===== config.mk =====
export PLATFORM = sky130hd
export DESIGN_NAME = icache_axi_master_flat
export DESIGN_NICKNAME = d
export VERILOG_FILES = /design/src/rtl/icache_axi_master_pkg.sv /design/src/rtl/icache_axi_master_if.sv /design/src/rtl/icache_axi_master_wstrb_gen.sv /design/src/rtl/icache_axi_master.sv /design/src/flat_wrapper.sv
export SDC_FILE = /design/constraint.sdc
export NUM_CORES = 1
export LEC_CHECK = 0
export CAP_MARGIN = 5
export CELL_PAD_IN_SITES_DETAIL_PLACEMENT = 1
export CELL_PAD_IN_SITES_GLOBAL_PLACEMENT = 2
export CORE_UTILIZATION = 20
export CTS_BUF_LIST = sky130_fd_sc_hd__clkbuf_16
export CTS_CLUSTER_SIZE = 40
export DETAILED_ROUTE_END_ITERATION = 10
export GPL_ROUTABILITY_DRIVEN = 0
export GPL_TIMING_DRIVEN = 0
export PLACE_DENSITY = 0.87
export SYNTH_ARGS = -nofsm -noshare
export SYNTH_HDL_FRONTEND = slang
export SYNTH_SLANG_ARGS = --single-unit

===== constraint.sdc =====
create_clock -name clk -period 7 [get_ports clk]
set_input_delay 2.1 -clock clk [delete_from_list [all_inputs] [get_ports clk]]
set_output_delay 2.1 -clock clk [all_outputs]
set_load 0.02 [all_outputs]

===== src/rtl/icache_axi_master_pkg.sv =====
// ---------------------------------------------------------------------------
// icache_axi_master_pkg
// Shared definitions for the L1 instruction-cache AXI master:
//   - cache access-type encodings carried on I_type
//   - AXI4 burst/size/response constants
//   - master FSM state enumeration
//   - response decode helper
// No ports (package).
// ---------------------------------------------------------------------------
package icache_axi_master_pkg;

    // Cache access types
    localparam logic [2:0] CACHE_BYTE    = 3'b000;
    localparam logic [2:0] CACHE_HWORD   = 3'b001;
    localparam logic [2:0] CACHE_WORD    = 3'b010;
    localparam logic [2:0] CACHE_BYTE_U  = 3'b100;
    localparam logic [2:0] CACHE_HWORD_U = 3'b101;

    // AXI constants
    localparam logic [1:0] BURST_INCR  = 2'b01;
    localparam logic [2:0] SIZE_BYTE   = 3'd0;
    localparam logic [2:0] SIZE_HALF   = 3'd1;
    localparam logic [2:0] SIZE_WORD   = 3'd2;
    localparam logic [1:0] RESP_OKAY   = 2'b00;
    localparam logic [1:0] RESP_SLVERR = 2'b10;
    localparam logic [1:0] RESP_DECERR = 2'b11;

    typedef enum logic [2:0] {
        ST_IDLE,
        ST_RADDR,
        ST_RDATA,
        ST_WADDR,
        ST_WRESP,
        ST_DONE
    } state_t;

    // SLVERR and DECERR both report as an error to the cache.
    function automatic logic resp_is_err(input logic [1:0] resp);
        return (resp == RESP_SLVERR) || (resp == RESP_DECERR);
    endfunction

endpackage


===== src/rtl/icache_axi_master_if.sv =====
// ---------------------------------------------------------------------------
// icache_axi_master_if
// Single-beat AXI4 master port (AR/R/AW/W/B channels).
// Modports:
//   master - drives AR*/AW*/W* payload + valids, RREADY, BREADY
//   slave  - drives ARREADY, R*, AWREADY, WREADY, B*
// ---------------------------------------------------------------------------
interface icache_axi_master_if #(
    parameter int ID_W   = 4,
    parameter int ADDR_W = 32,
    parameter int DATA_W = 32
);
    // Read address
    logic [ID_W-1:0]     ARID;
    logic [ADDR_W-1:0]   ARADDR;
    logic [3:0]          ARLEN;
    logic [2:0]          ARSIZE;
    logic [1:0]          ARBURST;
    logic                ARVALID;
    logic                ARREADY;
    // Read data
    logic [ID_W-1:0]     RID;
    logic [DATA_W-1:0]   RDATA;
    logic [1:0]          RRESP;
    logic                RLAST;
    logic                RVALID;
    logic                RREADY;
    // Write address
    logic [ID_W-1:0]     AWID;
    logic [ADDR_W-1:0]   AWADDR;
    logic [3:0]          AWLEN;
    logic [2:0]          AWSIZE;
    logic [1:0]          AWBURST;
    logic                AWVALID;
    logic                AWREADY;
    // Write data
    logic [DATA_W-1:0]   WDATA;
    logic [DATA_W/8-1:0] WSTRB;
    logic                WLAST;
    logic                WVALID;
    logic                WREADY;
    // Write response
    logic [ID_W-1:0]     BID;
    logic [1:0]          BRESP;
    logic                BVALID;
    logic                BREADY;

    modport master (
        output ARID, ARADDR, ARLEN, ARSIZE, ARBURST, ARVALID,
        input  ARREADY,
        input  RID, RDATA, RRESP, RLAST, RVALID,
        output RREADY,
        output AWID, AWADDR, AWLEN, AWSIZE, AWBURST, AWVALID,
        input  AWREADY,
        output WDATA, WSTRB, WLAST, WVALID,
        input  WREADY,
        input  BID, BRESP, BVALID,
        output BREADY
    );

    modport slave (
        input  ARID, ARADDR, ARLEN, ARSIZE, ARBURST, ARVALID,
        output ARREADY,
        output RID, RDATA, RRESP, RLAST, RVALID,
        input  RREADY,
        input  AWID, AWADDR, AWLEN, AWSIZE, AWBURST, AWVALID,
        output AWREADY,
        input  WDATA, WSTRB, WLAST, WVALID,
        output WREADY,
        output BID, BRESP, BVALID,
        input  BREADY
    );
endinterface


===== src/rtl/icache_axi_master_wstrb_gen.sv =====
// ---------------------------------------------------------------------------
// axi_wstrb_gen
// Combinational lane steering for one cache access.
//   access_type in  3   cache access type (CACHE_*)
//   addr_lo     in  2   byte address bits [1:0]
//   data_in     in  32  LSB-aligned write data
//   wstrb       out 4   byte-lane strobes
//   wdata       out 32  write data shifted onto its byte lanes
//   size        out 3   AXI transfer size (AR/AWSIZE)
// ---------------------------------------------------------------------------
module axi_wstrb_gen
    import icache_axi_master_pkg::*;
(
    input  logic [2:0]  access_type,
    input  logic [1:0]  addr_lo,
    input  logic [31:0] data_in,
    output logic [3:0]  wstrb,
    output logic [31:0] wdata,
    output logic [2:0]  size
);

    always_comb begin
        wstrb = 4'b1111;
        wdata = data_in;
        size  = SIZE_WORD;
        case (access_type)
            CACHE_BYTE, CACHE_BYTE_U: begin
                wstrb = 4'b0001 << addr_lo;
                wdata = data_in << {addr_lo, 3'b000};
                size  = SIZE_BYTE;
            end
            // Halfwords ignore addr[0]: the access is forced onto a half lane pair.
            CACHE_HWORD, CACHE_HWORD_U: begin
                wstrb = 4'b0011 << {addr_lo[1], 1'b0};
                wdata = data_in << {addr_lo[1], 4'b0000};
                size  = SIZE_HALF;
            end
            CACHE_WORD: ;
            default: ;  // unused encodings fall back to a full word
        endcase
    end

endmodule


===== src/rtl/icache_axi_master.sv =====
// ---------------------------------------------------------------------------
// icache_axi_master
// Converts each L1 I-cache memory request into one single-beat AXI4
// transaction and reports completion back to the cache.
//   clk, rstn             clock, async active-low reset
//   I_req/I_addr/I_write  request, byte address, 1=write
//   I_in/I_type           LSB-aligned write data, access type
//   I_out/I_wait/I_err    read data, busy (0 = done/idle), error pulse
//   m0                    AXI4 master port
// ---------------------------------------------------------------------------
module icache_axi_master
    import icache_axi_master_pkg::*;
#(
    parameter int              ID_W      = 4,
    parameter logic [ID_W-1:0] MASTER_ID = '0,
    parameter int              ADDR_W    = 32,
    parameter int              DATA_W    = 32
) (
    input  logic              clk,
    input  logic              rstn,
    input  logic              I_req,
    input  logic [ADDR_W-1:0] I_addr,
    input  logic              I_write,
    input  logic [DATA_W-1:0] I_in,
    input  logic [2:0]        I_type,
    output logic [DATA_W-1:0] I_out,
    output logic              I_wait,
    output logic              I_err,
    icache_axi_master_if.master m0
);

    state_t            state, state_nxt;
    logic [ADDR_W-1:0] addr_q;
    logic [DATA_W-1:0] in_q;
    logic [2:0]        type_q;
    logic [DATA_W-1:0] data_q;
    logic              err_q;
    logic              aw_done, w_done;
    logic              aw_ok, w_ok;
    logic [3:0]        strb;
    logic [DATA_W-1:0] wdata_sh;
    logic [2:0]        size;
    logic              unused_axi;

    axi_wstrb_gen u_wstrb_gen (
        .access_type (type_q),
        .addr_lo     (addr_q[1:0]),
        .data_in     (in_q),
        .wstrb       (strb),
        .wdata       (wdata_sh),
        .size        (size)
    );

    // Channel complete either earlier (flag) or in this cycle.
    assign aw_ok = aw_done || m0.AWREADY;
    assign w_ok  = w_done  || m0.WREADY;

    always_ff @(posedge clk or negedge rstn) begin
        if (!rstn) state <= ST_IDLE;
        else       state <= state_nxt;
    end

    always_comb begin
        state_nxt  = state;
        I_wait     = 1'b1;
        m0.ARVALID = 1'b0;
        m0.RREADY  = 1'b0;
        m0.AWVALID = 1'b0;
        m0.WVALID  = 1'b0;
        m0.BREADY  = 1'b0;
        case (state)
            ST_IDLE: begin
                I_wait = I_req;
                if (I_req) state_nxt = I_write ? ST_WADDR : ST_RADDR;
            end
            ST_RADDR: begin
                m0.ARVALID = 1'b1;
                if (m0.ARREADY) state_nxt = ST_RDATA;
            end
            ST_RDATA: begin
                m0.RREADY = 1'b1;
                if (m0.RVALID) state_nxt = ST_DONE;
            end
            ST_WADDR: begin
                m0.AWVALID = !aw_done;
                m0.WVALID  = !w_done;
                if (aw_ok && w_ok) state_nxt = ST_WRESP;
            end
            ST_WRESP: begin
                m0.BREADY = 1'b1;
                if (m0.BVALID) state_nxt = ST_DONE;
            end
            ST_DONE: begin
                I_wait    = 1'b0;
                state_nxt = ST_IDLE;
            end
            default: state_nxt = ST_IDLE;
        endcase
    end

    // Request payload: only captured in IDLE, so it stays stable for the
    // whole transaction regardless of what the cache does meanwhile.
    always_ff @(posedge clk) begin
        if (state == ST_IDLE && I_req) begin
            addr_q <= I_addr;
            in_q   <= I_in;
            type_q <= I_type;
        end
    end

    always_ff @(posedge clk or negedge rstn) begin
        if (!rstn) begin
            data_q  <= '0;
            err_q   <= 1'b0;
            aw_done <= 1'b0;
            w_done  <= 1'b0;
        end else begin
            case (state)
                ST_RDATA: if (m0.RVALID) begin
                    data_q <= m0.RDATA;
                    err_q  <= resp_is_err(m0.RRESP);
                end
                ST_WADDR: begin
                    if (aw_ok && w_ok) begin
                        aw_done <= 1'b0;
                        w_done  <= 1'b0;
                    end else begin
                        aw_done <= aw_ok;
                        w_done  <= w_ok;
                    end
                end
                ST_WRESP: if (m0.BVALID) err_q <= resp_is_err(m0.BRESP);
                default: ;
            endcase
        end
    end

    assign I_out = data_q;
    assign I_err = (state == ST_DONE) && err_q;

    assign m0.ARID    = MASTER_ID;
    assign m0.ARADDR  = addr_q;
    assign m0.ARLEN   = 4'd0;
    assign m0.ARSIZE  = size;
    assign m0.ARBURST = BURST_INCR;
    assign m0.AWID    = MASTER_ID;
    assign m0.AWADDR  = addr_q;
    assign m0.AWLEN   = 4'd0;
    assign m0.AWSIZE  = size;
    assign m0.AWBURST = BURST_INCR;
    assign m0.WDATA   = wdata_sh;
    assign m0.WSTRB   = strb;
    assign m0.WLAST   = 1'b1;

    // IDs and RLAST are not checked for single-beat, single-ID traffic.
    assign unused_axi = ^{m0.RID, m0.RLAST, m0.BID};

endmodule


===== src/flat_wrapper.sv =====
// flat-port wrapper written by rule: the top's interface ports become plain ports
module icache_axi_master_flat import icache_axi_master_pkg::*;
#(
    parameter int              ID_W      = 4,
    parameter logic [ID_W-1:0] MASTER_ID = '0,
    parameter int              ADDR_W    = 32,
    parameter int              DATA_W    = 32
)
  (clk, rstn, I_req, I_addr, I_write, I_in, I_type, I_out, I_wait, I_err, m0_ARID, m0_ARADDR, m0_ARLEN, m0_ARSIZE, m0_ARBURST, m0_ARVALID, m0_ARREADY, m0_RID, m0_RDATA, m0_RRESP, m0_RLAST, m0_RVALID, m0_RREADY, m0_AWID, m0_AWADDR, m0_AWLEN, m0_AWSIZE, m0_AWBURST, m0_AWVALID, m0_AWREADY, m0_WDATA, m0_WSTRB, m0_WLAST, m0_WVALID, m0_WREADY, m0_BID, m0_BRESP, m0_BVALID, m0_BREADY);
  icache_axi_master_if #(.ID_W(ID_W), .ADDR_W(ADDR_W), .DATA_W(DATA_W)) m0_i ();
  input  logic clk;
  input  logic rstn;
  input  logic I_req;
  input  logic [ADDR_W-1:0] I_addr;
  input  logic I_write;
  input  logic [DATA_W-1:0] I_in;
  input  logic [2:0] I_type;
  output logic [DATA_W-1:0] I_out;
  output logic I_wait;
  output logic I_err;
  output wire logic [$bits(m0_i.ARID)-1:0] m0_ARID;
  output wire logic [$bits(m0_i.ARADDR)-1:0] m0_ARADDR;
  output wire logic [$bits(m0_i.ARLEN)-1:0] m0_ARLEN;
  output wire logic [$bits(m0_i.ARSIZE)-1:0] m0_ARSIZE;
  output wire logic [$bits(m0_i.ARBURST)-1:0] m0_ARBURST;
  output wire logic [$bits(m0_i.ARVALID)-1:0] m0_ARVALID;
  input wire logic [$bits(m0_i.ARREADY)-1:0] m0_ARREADY;
  input wire logic [$bits(m0_i.RID)-1:0] m0_RID;
  input wire logic [$bits(m0_i.RDATA)-1:0] m0_RDATA;
  input wire logic [$bits(m0_i.RRESP)-1:0] m0_RRESP;
  input wire logic [$bits(m0_i.RLAST)-1:0] m0_RLAST;
  input wire logic [$bits(m0_i.RVALID)-1:0] m0_RVALID;
  output wire logic [$bits(m0_i.RREADY)-1:0] m0_RREADY;
  output wire logic [$bits(m0_i.AWID)-1:0] m0_AWID;
  output wire logic [$bits(m0_i.AWADDR)-1:0] m0_AWADDR;
  output wire logic [$bits(m0_i.AWLEN)-1:0] m0_AWLEN;
  output wire logic [$bits(m0_i.AWSIZE)-1:0] m0_AWSIZE;
  output wire logic [$bits(m0_i.AWBURST)-1:0] m0_AWBURST;
  output wire logic [$bits(m0_i.AWVALID)-1:0] m0_AWVALID;
  input wire logic [$bits(m0_i.AWREADY)-1:0] m0_AWREADY;
  output wire logic [$bits(m0_i.WDATA)-1:0] m0_WDATA;
  output wire logic [$bits(m0_i.WSTRB)-1:0] m0_WSTRB;
  output wire logic [$bits(m0_i.WLAST)-1:0] m0_WLAST;
  output wire logic [$bits(m0_i.WVALID)-1:0] m0_WVALID;
  input wire logic [$bits(m0_i.WREADY)-1:0] m0_WREADY;
  input wire logic [$bits(m0_i.BID)-1:0] m0_BID;
  input wire logic [$bits(m0_i.BRESP)-1:0] m0_BRESP;
  input wire logic [$bits(m0_i.BVALID)-1:0] m0_BVALID;
  output wire logic [$bits(m0_i.BREADY)-1:0] m0_BREADY;
  assign m0_ARID = m0_i.ARID;
  assign m0_ARADDR = m0_i.ARADDR;
  assign m0_ARLEN = m0_i.ARLEN;
  assign m0_ARSIZE = m0_i.ARSIZE;
  assign m0_ARBURST = m0_i.ARBURST;
  assign m0_ARVALID = m0_i.ARVALID;
  assign m0_i.ARREADY = m0_ARREADY;
  assign m0_i.RID = m0_RID;
  assign m0_i.RDATA = m0_RDATA;
  assign m0_i.RRESP = m0_RRESP;
  assign m0_i.RLAST = m0_RLAST;
  assign m0_i.RVALID = m0_RVALID;
  assign m0_RREADY = m0_i.RREADY;
  assign m0_AWID = m0_i.AWID;
  assign m0_AWADDR = m0_i.AWADDR;
  assign m0_AWLEN = m0_i.AWLEN;
  assign m0_AWSIZE = m0_i.AWSIZE;
  assign m0_AWBURST = m0_i.AWBURST;
  assign m0_AWVALID = m0_i.AWVALID;
  assign m0_i.AWREADY = m0_AWREADY;
  assign m0_WDATA = m0_i.WDATA;
  assign m0_WSTRB = m0_i.WSTRB;
  assign m0_WLAST = m0_i.WLAST;
  assign m0_WVALID = m0_i.WVALID;
  assign m0_i.WREADY = m0_WREADY;
  assign m0_i.BID = m0_BID;
  assign m0_i.BRESP = m0_BRESP;
  assign m0_i.BVALID = m0_BVALID;
  assign m0_BREADY = m0_i.BREADY;
  icache_axi_master #(.ID_W(ID_W), .MASTER_ID(MASTER_ID), .ADDR_W(ADDR_W), .DATA_W(DATA_W)) u_core (.clk(clk), .rstn(rstn), .I_req(I_req), .I_addr(I_addr), .I_write(I_write), .I_in(I_in), .I_type(I_type), .I_out(I_out), .I_wait(I_wait), .I_err(I_err), .m0(m0_i));
endmodule

==> results.md <==
* Slew HR at 57.5%
* M3 GR Usage at 5.37%
* Fmax at 0.175 GHz
* Skew-Pair Late Insertion Delay at 360 ps
* Post-CTS resize count at 0
* Fin Setup TNS at 0 ps
* Met2 GRT Util at 24.3%
* Leak at 3.17 nW
* Status: finished clean
* Crit. End Element: output pin
* CTS tree: yes
* Final Net Count at 780
* CTS Buf Count at 9
* Die area at 24900 µm²
* Worst r2r src: u_core.state[0]$_DFFE_PN0P_
* Distinct cells, synth at 41
* WS Path Type: primary input to output pin
* Routed WL at 16900 µm
* Reg clk slew, reported paths at 90 ps
* Count leader, synth: edfxtp_1
* Setup violations, final at 0
* GRT Resource Usage Total at 13.6%
* Final hold vios at 0
* CP max stage delay at 540 ps
* Hold endpoint: u_core.I_out[20]$_DFFE_PN0P_
* H-tree depth at 3
* Antenna cells at 0
* CP max FO at 3
* Syn Area/Cell at 13.1 µm²
* DR DRC count at 0
* GRT Max-Usage Layer: met2
* Slowest CP cell: clkdlybuf4s50_1
* Pre-antenna DRT Iters at 4
* Worst VDD drop at 0.177 mV
* Hold path cells at 1
* CTS root buf: clkbuf_16
* Initial antenna violation count at 0
* Detail Route Antenna Nets at 0
* Clk sinks at 104
* Unrepaired setup endpoints after global routing: no
* DR WL/cell at 17.2 µm
* Met1 Usage GRT at 14.8%
* Port Buffers at 251
* Vias in the first global route at 4280
* Proportion of layout cells with a drive suffix above 1 at 20.8%
* Crit Reg-Reg Endpoint: u_core.in_q[12]$_DFFE_PP_
* CP Launch Type: primary input
* DP Cell Count at 967
* Seq/Total Area, Yosys at 60.5%
* Row Count at 56
* Final worst-path cycle share at 81.6%
* Longest Clk Path Bufs at 2
* Vias per inst at 4.13
* Maxcap violations at 0
* Worst Skew at 18.7 ps
* Number of synthesized flops with an enable pin at 66
* Layout area overhead at 69.6%
* Post-CTS Setup Inserts at 0
* CORE AREA at 23600 µm²
* Ports at 287
* Critical Path RT at 4900 ps
* Tmin final at 5710 ps
* Critical path arrival at 3610 ps
* Yosys reg bits at 104
* FFs w/ async S/R, synth at 36.5%
* HP Class: flip-flop to flip-flop
* DIE WIDTH at 158 µm
* Largest net degree at the start of global routing at 36
* Hold_sp: u_core.I_out[20]$_DFFE_PN0P_
* Initial Util at 20.5%
* Reg2reg path depth at 4
* DR iter-0 viols at 132
* Critical path, cell by cell: clkdlybuf4s50_1 -> nor3_1 -> a21oi_1 -> or2_2 -> clkdlybuf4s50_1
* Die span in y at 158 µm
* Mapped cell area at 4850 µm²
* Most used DFF post-synth: edfxtp_1
* Flop2flop setup slack at 4830 ps
* Cell Pwr Density at 351 nW/µm²
* Yosys warns at 0
* Worst slew pin tran at 633 ps
* Synth area leader: edfxtp_1
* Top cell types by occurrence after synthesis: edfxtp_1 (66), buf_4 (61), dfrtp_1 (38), mux2_2 (38), nor2_1 (18)
* Post-detail-place hpwl at 13200 µm
* Mapped Cells at 370
* Top post-synthesis cells by area: edfxtp_1 (41%), dfrtp_1 (20%), buf_4 (9.4%), mux2_2 (8.8%), a22oi_1 (2.5%)
* Vias post-DR at 4061
* Post-cts hold buffer count at 0
* Synth top area share at 40.9%
* Worst path most repeated cell: clkdlybuf4s50_1
* Fin cells at 983
* Total gr overflow at 0
* First-pass GRT wire length at 25200 µm
* Slew Limit Fails at 0
critical path: cells and delay by family:
family,cells,cell delay [ps]
compound gates,1,50
buf+inv,2,1000
simple gates,2,460
state kept, by name, summed over array words and instances (netlist names):
register,count
u_core.I_out,32
u_core.aw_done,1
u_core.err_q,1
u_core.in_q,32
u_core.m0.ARADDR,32
u_core.state,3
u_core.type_q,2
u_core.w_done,1
stage by stage:
stage          util, %  power, mW  hold slack (ps)  cell area [µm²]  setup WS, ps
6_report          34.8       2.89              515             8230          1290
5_1_grt           34.8       3.05              533             8230          1200
4_1_cts           34.8       2.94              516             8230          1290
3_5_place_dp      33.6       2.40              496             7930          1300
3_3_place_gp      33.2       2.36              489             7850         -2180
2_1_floorplan        -       1.70              522             4930           769
how the worst max path moves through the flow:
stage	startpoint	end	slack [ps]	cells past startpoint
after detailed placement	I_req	I_wait	1300	5
final	I_req	I_wait	1290	5
after global placement	I_req	u_core.m0.ARADDR[2]$_DFFE_PP_	-2180	3
after CTS	I_req	I_wait	1290	5
after floorplan	I_req	u_core.in_q[0]$_DFFE_PP_	770	2
after global routing	I_req	I_wait	1200	5
cells in the final DEF, fill, tap and decap left out, drive strengths merged:
master and n:
nor3b 3, inv 17, nor3 2, or4b 1, nand3b 1, and4b 1
edfxtp 66, clkbuf 14, clkdlybuf4s50 250, or2 1, clkinv 3, nand2b 3
nor2b 4, and4bb 1, nand2 16, dfrtp 38, nor4bb 1, a22oi 16
o21ai 17, a222oi 7, mux2i 2, a21o 2, nor4 1, buf 81
a32oi 8, mux4 2, o21bai 4, and3b 1, and2 8, a221oi 2
mux2 39, conb 23, o22a 1, a21oi 10, nor2 18
area by class of cell:
cell class / instances / area, µm²
clock buffers: 9 / 225
well taps: 319 / 399
fillers: 2606 / 15400
inverters: 13 / 48.8
multi-input cells: 195 / 1410
plain buffers: 79 / 556
repair buffers: 257 / 2590
clock inverters: 7 / 71.3
flip-flops and latches: 104 / 2930
layer usage:
metal | share of wire, % | vias to the layer above
met5 | 0 | -
met4 | 1.2 | 0
met3 | 10 | 13
met2 | 52 | 211
met1 | 37 | 1997
li1 | - | 1840
cells by family (layout without fill, tap and decap cells):
kind of cell           after synthesis  in the layout  synth area share (%)
DFF                                104            104                  60.5
muxes                               43             43                  10.5
AOI/OAI and AO/OA                   67             67                  9.62
other                                2             23                 0.155
and+or+nand+nor                     62             62                  6.81
buffers and inverters               92            365                  12.5
power breakdown:
group          total, mW  internal, mW  switching (mW)
Combinational       1.39         0.699           0.693
Sequential         0.984         0.862           0.122
Clock              0.514         0.254           0.260
Total               2.89          1.82            1.08
(Power assumes the default switching activity.)
==> edit, RTL diff (same flow settings) <==
Register the output `I_err`, without a reset; this adds one clock of latency there. The other outputs are not delayed to match.
--- a/src/rtl/icache_axi_master.sv
+++ b/src/rtl/icache_axi_master.sv
@@ -136,7 +136,9 @@
     end
 
     assign I_out = data_q;
-    assign I_err = (state == ST_DONE) && err_q;
+    always_ff @(posedge clk) begin
+        I_err <= (state == ST_DONE) && err_q;
+    end
 
     assign m0.ARID    = MASTER_ID;
     assign m0.ARADDR  = addr_q;
Formal check against the unedited RTL: not equivalent (a bounded check fails within 4 cycles, from zero or initial values and one cycle with rstn low).
==> edit against the original RTL <==
First-iteration DRC count increased by 51%; worst hold slack gained 0.0041 ns; design area up 0.81%; core utilization increased by 0.18 points; combinational power about the same; sequential cell count up 1; die area grew 0.41%; non-clock buffer count did not move; area after synthesis up 0.41%; total power increased by 2.2%; sequential power grew 0.8%; setup slack lost 0.0062 ns; wire length up 0.64%.
==> edit: results (changes against the original RTL) <==
worst_hold_path:
  hold_depth: 1  # unchanged
  hp-start: "u_core.I_out[18]"
  whs_endpoint: "u_core.I_out[18]"
  worstHoldPathType: "reg2reg"
layout:
  fillers: 2642  # +1.4%
  nets: 781  # +0.13%
  antennaDiodeCount: 0  # unchanged
  drive_above_1_share_pct: 20.9  # +0.12 points
synthesis:
  synth_mux_area_share_pct: 10.4  # -0.043 points
  synth_compound_area_share_pct: 9.58  # -0.040 points
  synthArstFlopShare_pct: 36.2  # -0.35 points
  synthTopCellsByCount: "edfxtp_1 (66), buf_4 (61), dfrtp_1 (38), mux2_2 (38), nor2_1 (18)"
  yosys.area_share.adder_pct: 0  # unchanged
  yosysSeqAreaShare_pct: 60.6  # +0.16 points
  yosysUniqueCellTypes: 42  # +2.4%
  synth_area_leaders: "edfxtp_1 (41%), dfrtp_1 (20%), buf_4 (9.4%)"
  yosysWarnings: 0  # unchanged
power:
  clkPwrFrac_pct: 19.5  # +1.7 points
  p_leak_nw: 3.20  # +0.84%
  vdd_ir_drop_max_v: 0.000175  # -0.70%
  p_sw_w: 0.00109  # +1.4%
clocking:
  clk_path_buf_depth: 2  # unchanged
  clock_latency_ns: 0.36  # about the same
  postCtsSetupBuffers: 0  # unchanged
  ctsRootBufferMaster: "clkbuf_16"
  cts_max_level: 3  # unchanged
  cts_made_buffers: 9  # unchanged
  path_clk_slew_ns: 0.09  # about the same
worst_setup_path:
  arrival_ns: 3.62  # about the same
  regToRegStartpoint: "u_core.state[0]"
  ff2ff_path_depth: 5  # +1
  cp_max_fo: 3  # unchanged
  timing.rr.end: "u_core.m0.ARADDR[14]"
  rrSetupSlack_ns: 4.73  # -0.10 ns
detailed_routing:
  first_pass_iters: 5  # +1
  avgViaCountPerCell: 4.09  # -0.99%
  drt_iter0_drc: 199  # +51%
  drt-total-wl_mm: 17.0  # +0.64%
  ant_nets: 0  # unchanged
placed_design:
  dpl_cell_area_mm2: 0.00795  # +0.25%
  post-place-ws_ns: 1.28  # -0.0235 ns
  portBuffers: 251  # unchanged
  dp_hpwl_mm: 13.4  # +1.3%
grt:
  grt_use_total_pct: 13.5  # -0.16 points
  antenna_found_initial: 1  # +1
  grt_first_pass_wirelength_mm: 24.7  # -2.0%
  grt_max_degree: 35  # -2.8%
  grt_pass1_vias: 4285  # +0.12%
timing:
  hold_viol_final: 0  # unchanged
  setup_viol: 0  # unchanged
  skew_ns: 0.0159  # -0.00273 ns
  worst_pin_slew_ns: 0.573  # -0.0600 ns
  worst_hold_slack_ns: 0.519  # +0.00410 ns
outcome:
  outcome: "finished clean"
==> edit: cell types whose count changed in the layout (fill, tap and decap cells not counted), sizes merged <==
cell	change
inv	-2
clkinv	+1
dfxtp	+1
bufinv	+1
==> edit: final cells by class <==
cell class,instances,share of cell area (%)
plain buffers,79,6.70
repair buffers,257,31.2
inverters,13,0.588
clock buffers,9,2.72
flip-flops and latches,105,35.6
clock inverters,7,1.42
multi-input cells,195,17.0
well taps,319,4.81
==> edit: layer usage <==
layer	track usage (%)	routed length, um	up-vias
li1	-	-	1843
met1	14.6	6230	1961
met2	23.8	8750	204
met3	5.61	1810	15
met4	4.08	221	2
met5	0	13	-
==> edit: worst max path at each step <==
stage,to,start,slack (ns),cells past startpoint
finish,I_wait,I_req,1.28,5
global route,I_wait,I_req,1.19,5
CTS,I_wait,I_req,1.27,5
detailed placement,I_wait,I_req,1.28,5
global placement,u_core.m0.ARADDR[11],I_req,-2.16,3
floorplan,u_core.in_q[0],I_req,0.77,2
==> edit: power by group through the flow <==
stage / clock network (W) / logic (W) / registers, W
2_1_floorplan: 0 / 0.000560 / 0.00114
3_3_place_gp: 0 / 0.00135 / 0.00102
3_5_place_dp: 0 / 0.00140 / 0.00101
4_1_cts: 0.000599 / 0.00140 / 0.000996
5_1_grt: 0.000619 / 0.00147 / 0.00102
6_report: 0.000575 / 0.00139 / 0.000992
==> edit: per-stage QoR <==
stage / power [W] / cells / util [%]
2_1_floorplan: 0.00170 / 392 / -
3_3_place_gp: 0.00237 / 962 / 33.2
3_5_place_dp: 0.00240 / 968 / 33.6
4_1_cts: 0.00300 / 984 / 35.0
5_1_grt: 0.00311 / 984 / 35.0
6_report: 0.00296 / 984 / 35.0
==> edit: logic make-up after synthesis <==
kind of cell,count (synthesis)
AO/OA/AOI/OAI,67
buffers and inverters,92
flip-flops,105
multiplexers,43
other,2
AND/OR/NAND/NOR,62
==> edit: worst max-delay path, cell delays in order <==
cell and delay [ns]:
clkdlybuf4s50_1 0.47, nor3_1 0.16, a21oi_1 0.05, or2_2 0.29, clkdlybuf4s50_1 0.55
